==> src/rtl/logic_gate_pipe.sv <==
// rtl/logic_gate_pipe.sv - bitwise logic unit with a registered result FIFO
// Optional stat_ones counter under LOGIC_GATE_PIPE_STATS_EN.
module logic_gate_pipe #(
    parameter int WIDTH = 8,
    parameter int DEPTH = 2
) (
    input  logic             clk,
    input  logic             rst_n,
    input  logic [WIDTH-1:0] a,
    input  logic [WIDTH-1:0] b,
    input  logic [2:0]       op,
    input  logic             in_valid,
    output logic             in_ready,
    output logic [WIDTH-1:0] out,
    output logic             out_all,
    output logic             out_valid,
    input  logic             out_ready
`ifdef LOGIC_GATE_PIPE_STATS_EN
    ,
    output logic [15:0]      stat_ones
`endif
);

    localparam int AW = $clog2(DEPTH);
    localparam logic [AW:0] FULL = (AW+1)'(DEPTH);

    logic [WIDTH-1:0] mem [DEPTH];
    logic [AW-1:0]    wr_ptr;
    logic [AW-1:0]    rd_ptr;
    logic [AW-1:0]    head_next;
    logic [AW:0]      count;
    logic [AW:0]      remaining;
    logic [WIDTH-1:0] result;
    logic [WIDTH-1:0] out_next;
    logic             accept;
    logic             pop;

    always_comb begin
        result = '0;
        case (op)
            3'b000:  result = a & b;
            3'b001:  result = a | b;
            3'b010:  result = a ^ b;
            3'b011:  result = ~(a & b);
            3'b100:  result = ~(a | b);
            3'b101:  result = ~(a ^ b);
            3'b110:  result = a;
            default: result = ~a;
        endcase
    end

    assign in_ready  = (count != FULL);
    assign out_valid = (count != '0);
    assign accept    = in_valid && in_ready;
    assign pop       = out_valid && out_ready;
    assign remaining = count - {{AW{1'b0}}, pop};

    // The output register is loaded with whatever will sit at the head after this edge,
    // bypassing the array when the head is the entry being written right now.
    always_comb begin
        head_next = pop ? rd_ptr + AW'(1) : rd_ptr;
        out_next  = out;
        if (remaining == '0) begin
            if (accept) begin
                out_next = result;
            end
        end else begin
            out_next = mem[head_next];
        end
    end

    always_ff @(posedge clk) begin
        if (accept && rst_n) begin
            mem[wr_ptr] <= result;
        end
    end

    always_ff @(posedge clk) begin
        if (!rst_n) begin
            wr_ptr  <= '0;
            rd_ptr  <= '0;
            count   <= '0;
            out     <= '0;
            out_all <= 1'b0;
        end else begin
            if (accept) begin
                wr_ptr <= wr_ptr + AW'(1);
            end
            rd_ptr  <= head_next;
            count   <= count + {{AW{1'b0}}, accept} - {{AW{1'b0}}, pop};
            out     <= out_next;
            out_all <= &out_next;
        end
    end

`ifdef LOGIC_GATE_PIPE_STATS_EN
    always_ff @(posedge clk) begin
        if (!rst_n) begin
            stat_ones <= '0;
        end else if (pop && out_all && stat_ones != 16'hFFFF) begin
            stat_ones <= stat_ones + 16'd1;
        end
    end
`endif

endmodule

==> config.mk <==
export PLATFORM = sky130hd
export DESIGN_NAME = logic_gate_pipe
export DESIGN_NICKNAME = d
export VERILOG_FILES = /design/src/rtl/logic_gate_pipe.sv
export SDC_FILE = /design/constraint.sdc
export NUM_CORES = 1
export LEC_CHECK = 0
export BUFFER_PORTS_ARGS = -buffer_cell sky130_fd_sc_hd__buf_4
export CORE_ASPECT_RATIO = 0.6
export CORE_MARGIN = 2
export CORE_UTILIZATION = 45
export CTS_CLUSTER_SIZE = 28
export DETAILED_ROUTE_END_ITERATION = 6
export HOLD_SLACK_MARGIN = 0.1
export PLACE_DENSITY = 0.66
export REMOVE_ABC_BUFFERS = 1
export SYNTH_ARGS = -nofsm -noshare
export SYNTH_HDL_FRONTEND = slang
export SYNTH_SLANG_ARGS = --single-unit
==> constraint.sdc <==
create_clock -name clk -period 4.5 [get_ports clk]
set_clock_uncertainty 0.05 [all_clocks]
set_input_delay 0.9 -clock clk [delete_from_list [all_inputs] [get_ports clk]]
set_output_delay 0.9 -clock clk [all_outputs]
set_load 0.005 [all_outputs]
==> results of run 1 <==
[metrics by stage]
stage | instances | util (%) | setup WS, ns | instance area [um^2]
after global routing | 323 | 54.7 | 1.53 | 2470
after detailed placement | 315 | 52.7 | 1.36 | 2380
after CTS | 323 | 54.7 | 1.65 | 2470
after global placement | 315 | 52.7 | 1.41 | 2380
after floorplan | 217 | - | 1.62 | 2040
final | 323 | 54.7 | 1.64 | 2470
[report_power, final]
group | total, mW | internal, mW | switching (mW)
logic | 0.384 | 0.177 | 0.207
clock network | 0.219 | 0.124 | 0.0949
registers | 0.360 | 0.331 | 0.0286
[critical path, cell delays in order]
cell and delay, ns:
sky130_fd_sc_hd__buf_4 0.35, sky130_fd_sc_hd__mux2_2 0.38, sky130_fd_sc_hd__mux4_2 0.49, sky130_fd_sc_hd__a21oi_2 0.13, sky130_fd_sc_hd__a21oi_1 0.10, sky130_fd_sc_hd__a211oi_2 0.16, sky130_fd_sc_hd__nand4_1 0.13, sky130_fd_sc_hd__a2111oi_2 0.34
[cells in the mapped netlist, drive strengths merged]
cell type	n	share of area (%)
ha	18	11
o221a	1	0.54
nor2b	4	1.2
inv	31	5.6
a311o	1	0.48
a31oi	1	0.30
nor3	4	0.96
mux2i	19	9.1
and2	4	1.2
nand2b	6	1.8
mux2	3	1.8
edfxtp	16	23
a211o	1	0.42
a21oi	23	5.7
o211ai	3	1.1
a22o	1	0.42
a211oi	7	2.8
nand4	1	0.30
o31a	1	0.42
a21o	2	0.72
nor2	15	2.7
nor4	1	0.30
a221oi	2	1.1
xor2	1	0.42
o21ai	7	1.7
a2111oi	3	1.6
o31ai	2	0.72
xnor2	4	2.0
clkbuf	3	0.54
a311oi	2	0.84
dfxtp	13	12
or2	1	0.30
or3	1	0.30
mux4	1	1.1
nand2	13	2.3
buf	6	1.7
and3	1	0.30
o22ai	3	0.90
[final timing paths]
path | start | slack, ns | to
setup / recovery | op[1] | 1.64 | out_all
hold / removal | wr_ptr | 0.51 | wr_ptr
hold reg to reg | wr_ptr | 0.51 | wr_ptr
setup reg to reg | count[0] | 2.31 | out_all
[layout make-up]
type / instances / area [um^2] / area share (%)
Clock buffer: 8 / 90.1 / 3.65
Inverter: 31 / 116 / 4.71
Multi-Input combinational cell: 157 / 1180 / 47.8
Sequential cell: 29 / 741 / 30.0
Tap cell: 63 / 78.8 / 3.19
Timing Repair Buffer: 35 / 263 / 10.6
[layer usage]
metal	global-route usage [%]	up-vias	part of all wire [%]
met2	26.1	55	41
met1	29.4	764	52
met5	0	-	0
li1	-	872	-
met4	3.84	0	0.36
met3	5.77	2	7.5
[cells by family (layout without fill, tap and decap cells)]
family,count (synthesis),count (layout),synth area share (%)
xor+xnor,5,5,2.46
simple gates,51,51,11.7
compound gates,60,60,19.7
mux,23,23,12.0
flops,29,29,35.5
buf+inv,40,74,7.80
fa+ha+maj,18,18,10.8
[state kept, by name, summed over array words and instances, names as in the netlist]
signal	flops
count	2
mem	16
out	8
out_all	1
rd_ptr	1
wr_ptr	1
==> results.json, run 1 <==
{
  "cellLeakagePower_nw": 1.13,
  "worstMarginPinSlew_ns": 0.735,
  "clock_latency_ns": 0.28,
  "n_fill_cell": 427,
  "grt_antenna_before_repair": 0,
  "ff_latch_count_synth": 29,
  "core-area_um2": 4520,
  "design_power_total_mw": 0.964,
  "power_density_nw_per_um2": 390,
  "grt_max_degree": 39,
  "worstSetupPathType": "input pin to flip-flop",
  "post_synth_instance_area_um2": 2080,
  "initial_utilization_pct": 46.1,
  "status": "finished clean",
  "place.port_buffers": 33,
  "layout_common_cells": "35 x sky130_fd_sc_hd__buf_4, 30 x sky130_fd_sc_hd__inv_1, 22 x sky130_fd_sc_hd__a21oi_1",
  "fin_worst_hold_slack_ns": 0.510,
  "vias_per_cell": 5.24,
  "htree_num_levels": 2,
  "finalCriticalPeriod_ns": 2.86,
  "drt_iter0_drc": 142,
  "critical_path_arrival_ns": 2.98,
  "setup_tns_ns": 0,
  "worstSetupEndpointType": "flip-flop",
  "achievable-frequency_ghz": 0.350,
  "routed_wire_length_per_instance_um": 13.9,
  "overflow": 0,
  "cap_viol_max_count": 0,
  "drive_gt1_share_pct": 19.6,
  "setup_viol_count_final": 0,
  "rsz_0062_raised_after_global_routing": "false",
  "grt.total_usage_pct": 19.1,
  "nets": 300,
  "max_slew_margin_pct": 50.8,
  "tritoncts.num_buffers": 5,
  "first_global_vias": 1581,
  "finalWeightedCongestion": 0.790,
  "num_antenna_cells": 0,
  "placementRows": 19,
  "synth.distinct_cells": 49,
  "detailroute.via_count": 1693,
  "die_w_um": 91.9,
  "synthCells": 226,
  "setup.worst_path.start_class": "input pin",
  "synth-seq-area-share_pct": 35.5,
  "first_pass_iters": 4,
  "worst_ep_required_time_ns": 4.63,
  "cts_hold_buffers": 0,
  "min_path_type": "flip-flop to flip-flop",
  "final_max_slew_viol_count": 0,
  "antenna_violating_nets_post_route": 0,
  "dieArea_um2": 5210,
  "peakVddDrop_v": 0.000204,
  "post_cts_resized": 0,
  "clock-sinks": 29,
  "syn_avg_cell_area_um2": 9.22,
  "root_buffer": "sky130_fd_sc_hd__clkbuf_8",
  "cts_setup_buffers": 0,
  "worstHoldPathCells": 2,
  "drt_wl_total_um": 4480,
  "floorplan.io_pins": 34,
  "ctsLongestPathBuffers": 2,
  "crit_path_max_fanout": 38,
  "dpl.hpwl_um": 3390,
  "leading_cell_type_in_the_layout_fill_and_taps_excluded": "sky130_fd_sc_hd__buf_4",
  "dieHeight_um": 56.7,
  "tritoncts": "built",
  "r2r.worst_path.cells": 7,
  "route.detailed.drc": 0,
  "layout_worst_path_cycle_share_pct": 63.5,
  "hold_viol_final": 0,
  "worst_setup_hold_path_clk_slew_ns": 0.06,
  "area_growth_pct": 18.5,
  "yosys_warnings": 0,
  "grt_first_pass_wirelength_um": 7810
}
Note: power is estimated with default switching activity, not from simulation.
==> run 2, diff against run 1 <==
==> constraint.sdc (replaced) <==
create_clock -name clk -period 2.8 [get_ports clk]
set_clock_uncertainty 0.05 [all_clocks]
set_input_delay 0.56 -clock clk [delete_from_list [all_inputs] [get_ports clk]]
set_output_delay 0.56 -clock clk [all_outputs]
set_load 0.005 [all_outputs]
==> results.json, run 2 (synthesized netlist as in run 1, its figures left out) <==
{
  "peakVddDrop_v": 0.000332,
  "layout_top_registers": "mem (16), out (8), count (2)",
  "core-area_um2": 4520,
  "routed_wire_length_per_instance_um": 14.0,
  "power_density_nw_per_um2": 614,
  "root_buffer": "sky130_fd_sc_hd__clkbuf_8",
  "largest-register": "mem",
  "grt_antenna_before_repair": 0,
  "placementRows": 19,
  "initial_utilization_pct": 46.1,
  "cellLeakagePower_nw": 1.16,
  "status": "finished clean",
  "cts_setup_buffers": 0,
  "drt_wl_total_um": 4610,
  "htree_num_levels": 2,
  "drive_gt1_share_pct": 21.8,
  "nets": 306,
  "grt.total_usage_pct": 18.7,
  "route.detailed.drc": 0,
  "crit_path_max_fanout": 4,
  "leading_cell_type_in_the_layout_fill_and_taps_excluded": "sky130_fd_sc_hd__buf_4",
  "clock_latency_ns": 0.28,
  "tritoncts": "built",
  "timing.critical_path.slowest_cell_delay_ns": 0.49,
  "num_antenna_cells": 0,
  "largest_reg_flops": 16,
  "layout_worst_path_cycle_share_pct": 88.3,
  "grt_max_degree": 22,
  "detailroute.via_count": 1732,
  "finalCriticalPeriod_ns": 2.47,
  "setup_viol_count_final": 0,
  "setup.worst_path.start_class": "input pin",
  "layout_common_cells": "41 x sky130_fd_sc_hd__buf_4, 30 x sky130_fd_sc_hd__inv_1, 22 x sky130_fd_sc_hd__a21oi_1",
  "clock-sinks": 29,
  "worstSetupEndpointType": "flip-flop",
  "design_power_total_mw": 1.54,
  "critical_path.top_delay_family": "multiplexers",
  "worstSetupPathType": "input pin to flip-flop",
  "grt_first_pass_wirelength_um": 7510,
  "dieHeight_um": 56.7,
  "drt_iter0_drc": 85,
  "min_path_type": "input pin to flip-flop",
  "antenna_violating_nets_post_route": 0,
  "cts_hold_buffers": 0,
  "tritoncts.num_buffers": 5,
  "overflow": 0,
  "first_pass_iters": 4,
  "setup_tns_ns": 0,
  "r2r.worst_path.cells": 7,
  "die_w_um": 91.9,
  "crit_path_top_delay_cell": "sky130_fd_sc_hd__mux4_2",
  "worst_ep_required_time_ns": 2.93,
  "area_growth_pct": 20.3,
  "dpl.hpwl_um": 3560,
  "worst_setup_hold_path_clk_slew_ns": 0.06,
  "finalWeightedCongestion": 0.792,
  "max_slew_margin_pct": 67.0,
  "crit_cells": 10,
  "dieArea_um2": 5210,
  "worstHoldPathCells": 2,
  "place.port_buffers": 33,
  "post_cts_resized": 0,
  "first_global_vias": 1557,
  "achievable-frequency_ghz": 0.405,
  "timing.critical_path.cells": "buf_4 > inv_1 > ha_1 > mux2_4 > mux4_2 > a21oi_2 > a21oi_1 > a211oi_2 > nand4_1 > a2111oi_2",
  "worst_path_bufs_invs": 2,
  "floorplan.io_pins": 34,
  "final_max_slew_viol_count": 0,
  "ctsLongestPathBuffers": 2,
  "worstMarginPinSlew_ns": 0.483,
  "critical_path_arrival_ns": 2.60,
  "rsz_0062_raised_after_global_routing": "false",
  "vias_per_cell": 5.26,
  "cap_viol_max_count": 0,
  "hold_viol_final": 0
}
run 2: metrics by stage:
stage | hold slack (ns) | instance area, um^2 | utilization (%) | instances | setup slack [ns]
2_1_floorplan | 0.449 | 2040 | - | 217 | 0.264
3_3_place_gp | 0.481 | 2420 | 53.7 | 321 | 0.0877
3_5_place_dp | 0.500 | 2420 | 53.7 | 321 | 0.0455
4_1_cts | 0.452 | 2510 | 55.5 | 329 | 0.337
5_1_grt | 0.463 | 2510 | 55.5 | 329 | 0.138
6_report | 0.457 | 2510 | 55.5 | 329 | 0.329
run 2: path summary, 6_finish.rpt:
check                               from       to  slack (ns)
worst max-delay path                a[2]  out_all        0.33
worst min-delay path               rst_n   out[6]        0.46
worst max register to register  count[0]  out_all        0.56
worst min register to register    wr_ptr   wr_ptr        0.51
run 2: area by class of cell:
| cell class | count | area [um^2] |
|---|---|---|
| flip-flops and latches | 29 | 741 |
| clock inverters | 2 | 10.0 |
| fillers | 430 | 2010 |
| inverters | 31 | 116 |
| well taps | 63 | 78.8 |
| multi-input cells | 157 | 1180 |
| repair buffers | 41 | 308 |
| clock buffers | 6 | 72.6 |
run 2: power breakdown:
part / internal [mW] / switching (mW)
logic: 0.296 / 0.334
registers: 0.532 / 0.0470
clock network: 0.172 / 0.160
total: 1.00 / 0.541
run 2: layer usage:
metal,vias up,track usage [%],wire length (um)
met5,-,0,0
met4,0,4.48,35
met3,5,5.23,312
met2,50,25.0,1820
met1,794,29.2,2440
li1,883,-,-
run 2: worst register-to-register path: cells and delay by family, from the launching register on:
kind            cells  cell delay [ns]
compound gates      3             0.92
buf+inv             1             0.18
flops               1             0.41
simple gates        3             0.59
==> run 3, diff against run 2 <==
--- a/config.mk
+++ b/config.mk
@@ -8,11 +8,11 @@
 export BUFFER_PORTS_ARGS = -buffer_cell sky130_fd_sc_hd__buf_4
 export CORE_ASPECT_RATIO = 0.6
 export CORE_MARGIN = 2
-export CORE_UTILIZATION = 45
+export CORE_UTILIZATION = 56
 export CTS_CLUSTER_SIZE = 28
 export DETAILED_ROUTE_END_ITERATION = 6
 export HOLD_SLACK_MARGIN = 0.1
-export PLACE_DENSITY = 0.66
+export PLACE_DENSITY = 0.79
 export REMOVE_ABC_BUFFERS = 1
 export SYNTH_ARGS = -nofsm -noshare
 export SYNTH_HDL_FRONTEND = slang
==> results.json, run 3 (synthesized netlist as in run 1, its figures left out) <==
{
  "largest_reg_flops": 16,
  "dpl.hpwl_um": 3410,
  "r2r-start": "count[0]",
  "place.port_buffers": 33,
  "minimum_setup_slack_among_reg_to_reg_paths_ns": 0.67,
  "place.detailed.instances": 302,
  "cap_viol_max_count": 0,
  "layout_common_cells": "38 x sky130_fd_sc_hd__buf_4, 30 x sky130_fd_sc_hd__inv_1, 22 x sky130_fd_sc_hd__a21oi_1",
  "final_max_slew_viol_count": 0,
  "achievable-frequency_ghz": 0.390,
  "tritoncts": "built",
  "vias_per_cell": 5.65,
  "timing.critical_path.cells": "buf_4 > inv_1 > ha_1 > mux2_4 > mux4_2 > a21oi_2 > a21oi_1 > a211oi_2 > nand4_1 > a2111oi_2",
  "overflow": 0,
  "antenna_violating_nets_post_route": 0,
  "core-area_um2": 3620,
  "timing.critical_path.slowest_cell_delay_ns": 0.48,
  "placementRows": 17,
  "worstHoldPathCells": 2,
  "dieArea_um2": 4240,
  "floorplan.io_pins": 34,
  "rsz_0062_raised_after_global_routing": "false",
  "worstMarginPinSlew_ns": 0.485,
  "area_of_the_multi_input_gates_um2": 1180,
  "nets": 303,
  "min_path_type": "input pin to flip-flop",
  "critical_path_arrival_ns": 2.69,
  "crit_path_max_fanout": 4,
  "r2r.worst_path.cells": 7,
  "tritoncts.num_buffers": 5,
  "max_slew_margin_pct": 67.4,
  "cellLeakagePower_nw": 1.17,
  "drive_gt1_share_pct": 21.3,
  "worstSetupEndpointType": "flip-flop",
  "grt.total_usage_pct": 23.5,
  "setup_viol_count_final": 0,
  "layout_top_registers": "mem (16), out (8), count (2)",
  "grt_max_degree": 25,
  "area_growth_pct": 20.7,
  "status": "finished clean",
  "worst_setup_path_startpoint": "a[2]",
  "cts_hold_buffers": 0,
  "fin_worst_hold_slack_ns": 0.454,
  "grt_first_pass_wirelength_um": 7360,
  "htree_num_levels": 2,
  "drt_wl_total_um": 4470,
  "drt_iter0_drc": 178,
  "leading_cell_type_in_the_layout_fill_and_taps_excluded": "sky130_fd_sc_hd__buf_4",
  "num_antenna_cells": 0,
  "power_density_nw_per_um2": 691,
  "detailedPlace.worstSlack_ns": -0.0544,
  "finalWeightedCongestion": 0.834,
  "die_w_um": 82.8,
  "setup.worst_path.start_class": "input pin",
  "crit_cells": 10,
  "cts_setup_buffers": 0,
  "critical_path.top_delay_family": "compound AO/OA/AOI/OAI gates",
  "routed_wire_length_per_instance_um": 14.4,
  "clock-sinks": 29,
  "layout_worst_path_cycle_share_pct": 91.6,
  "post_cts_resized": 0,
  "r2r_end": "out_all",
  "combined_flip_flop_and_latch_cell_area_um2": 741,
  "grt_antenna_before_repair": 0,
  "finalCriticalPeriod_ns": 2.56,
  "ctsLongestPathBuffers": 2,
  "first_global_vias": 1521,
  "detailroute.via_count": 1750,
  "first_pass_iters": 4,
  "route.detailed.drc": 0,
  "stdcell_count": 310,
  "worstSetupPathType": "input pin to flip-flop",
  "initial_utilization_pct": 57.6,
  "worst_path_bufs_invs": 2,
  "worst_ep_required_time_ns": 2.93,
  "largest-register": "mem",
  "postLayoutSetupSlackWorst_ns": 0.236,
  "root_buffer": "sky130_fd_sc_hd__clkbuf_8",
  "peakVddDrop_v": 0.000601,
  "hold_viol_final": 0,
  "dieHeight_um": 51.3,
  "critical_path.endpoint": "out_all",
  "clock_latency_ns": 0.29,
  "crit_path_top_delay_cell": "sky130_fd_sc_hd__mux4_2",
  "n_fill_cell": 286,
  "worst_setup_hold_path_clk_slew_ns": 0.07
}
[run 3: cell types whose count changed in the layout (fill, tap and decap cells not counted)]
cell	before	now
sky130_fd_sc_hd__buf_4	41	38
sky130_fd_sc_hd__bufinv_16	0	2
sky130_fd_sc_hd__clkbuf_1	1	0
sky130_fd_sc_hd__clkinv_2	2	1
[run 3: final cells by class]
type | instances | area share, %
Multi-Input combinational cell | 157 | 46.9
Sequential cell | 29 | 29.4
Timing Repair Buffer | 38 | 11.3
Inverter | 31 | 4.62
Clock buffer | 5 | 2.73
Clock inverter | 3 | 2.59
Tap cell | 47 | 2.34
[run 3: worst min-delay path by stage]
stage | slack, ns | start | to
after floorplan | 0.45 | wr_ptr | wr_ptr
after global placement | 0.48 | wr_ptr | wr_ptr
after detailed placement | 0.50 | wr_ptr | wr_ptr
after CTS | 0.45 | rst_n | count[0]
after global routing | 0.46 | rst_n | count[0]
final | 0.45 | rst_n | count[0]
[run 3: stage by stage]
stage | utilization (%) | setup TNS [ns] | total power, mW | area [um^2]
floorplan | - | 0 | 0.980 | 2040
global placement | 65.9 | 0 | 1.20 | 2380
detailed placement | 65.9 | -0.0544 | 1.22 | 2380
CTS | 69.6 | 0 | 1.74 | 2520
global route | 69.6 | 0 | 1.84 | 2520
finish | 69.6 | 0 | 1.74 | 2520
[run 3: report_power, final]
group	switching (mW)	internal, mW	total (mW)	leakage, nW
clock network	0.171	0.353	0.524	0.0681
registers	0.0461	0.532	0.578	0.254
logic	0.343	0.295	0.637	0.844
total	0.559	1.18	1.74	1.17
[run 3: metal layers]
metal  track usage [%]  vias up  wire, um
li1                  -      875         -
met1              35.5      799      2100
met2              33.2       73      1930
met3              6.18        3       419
met4              5.74        0        23
met5                 0        -         0
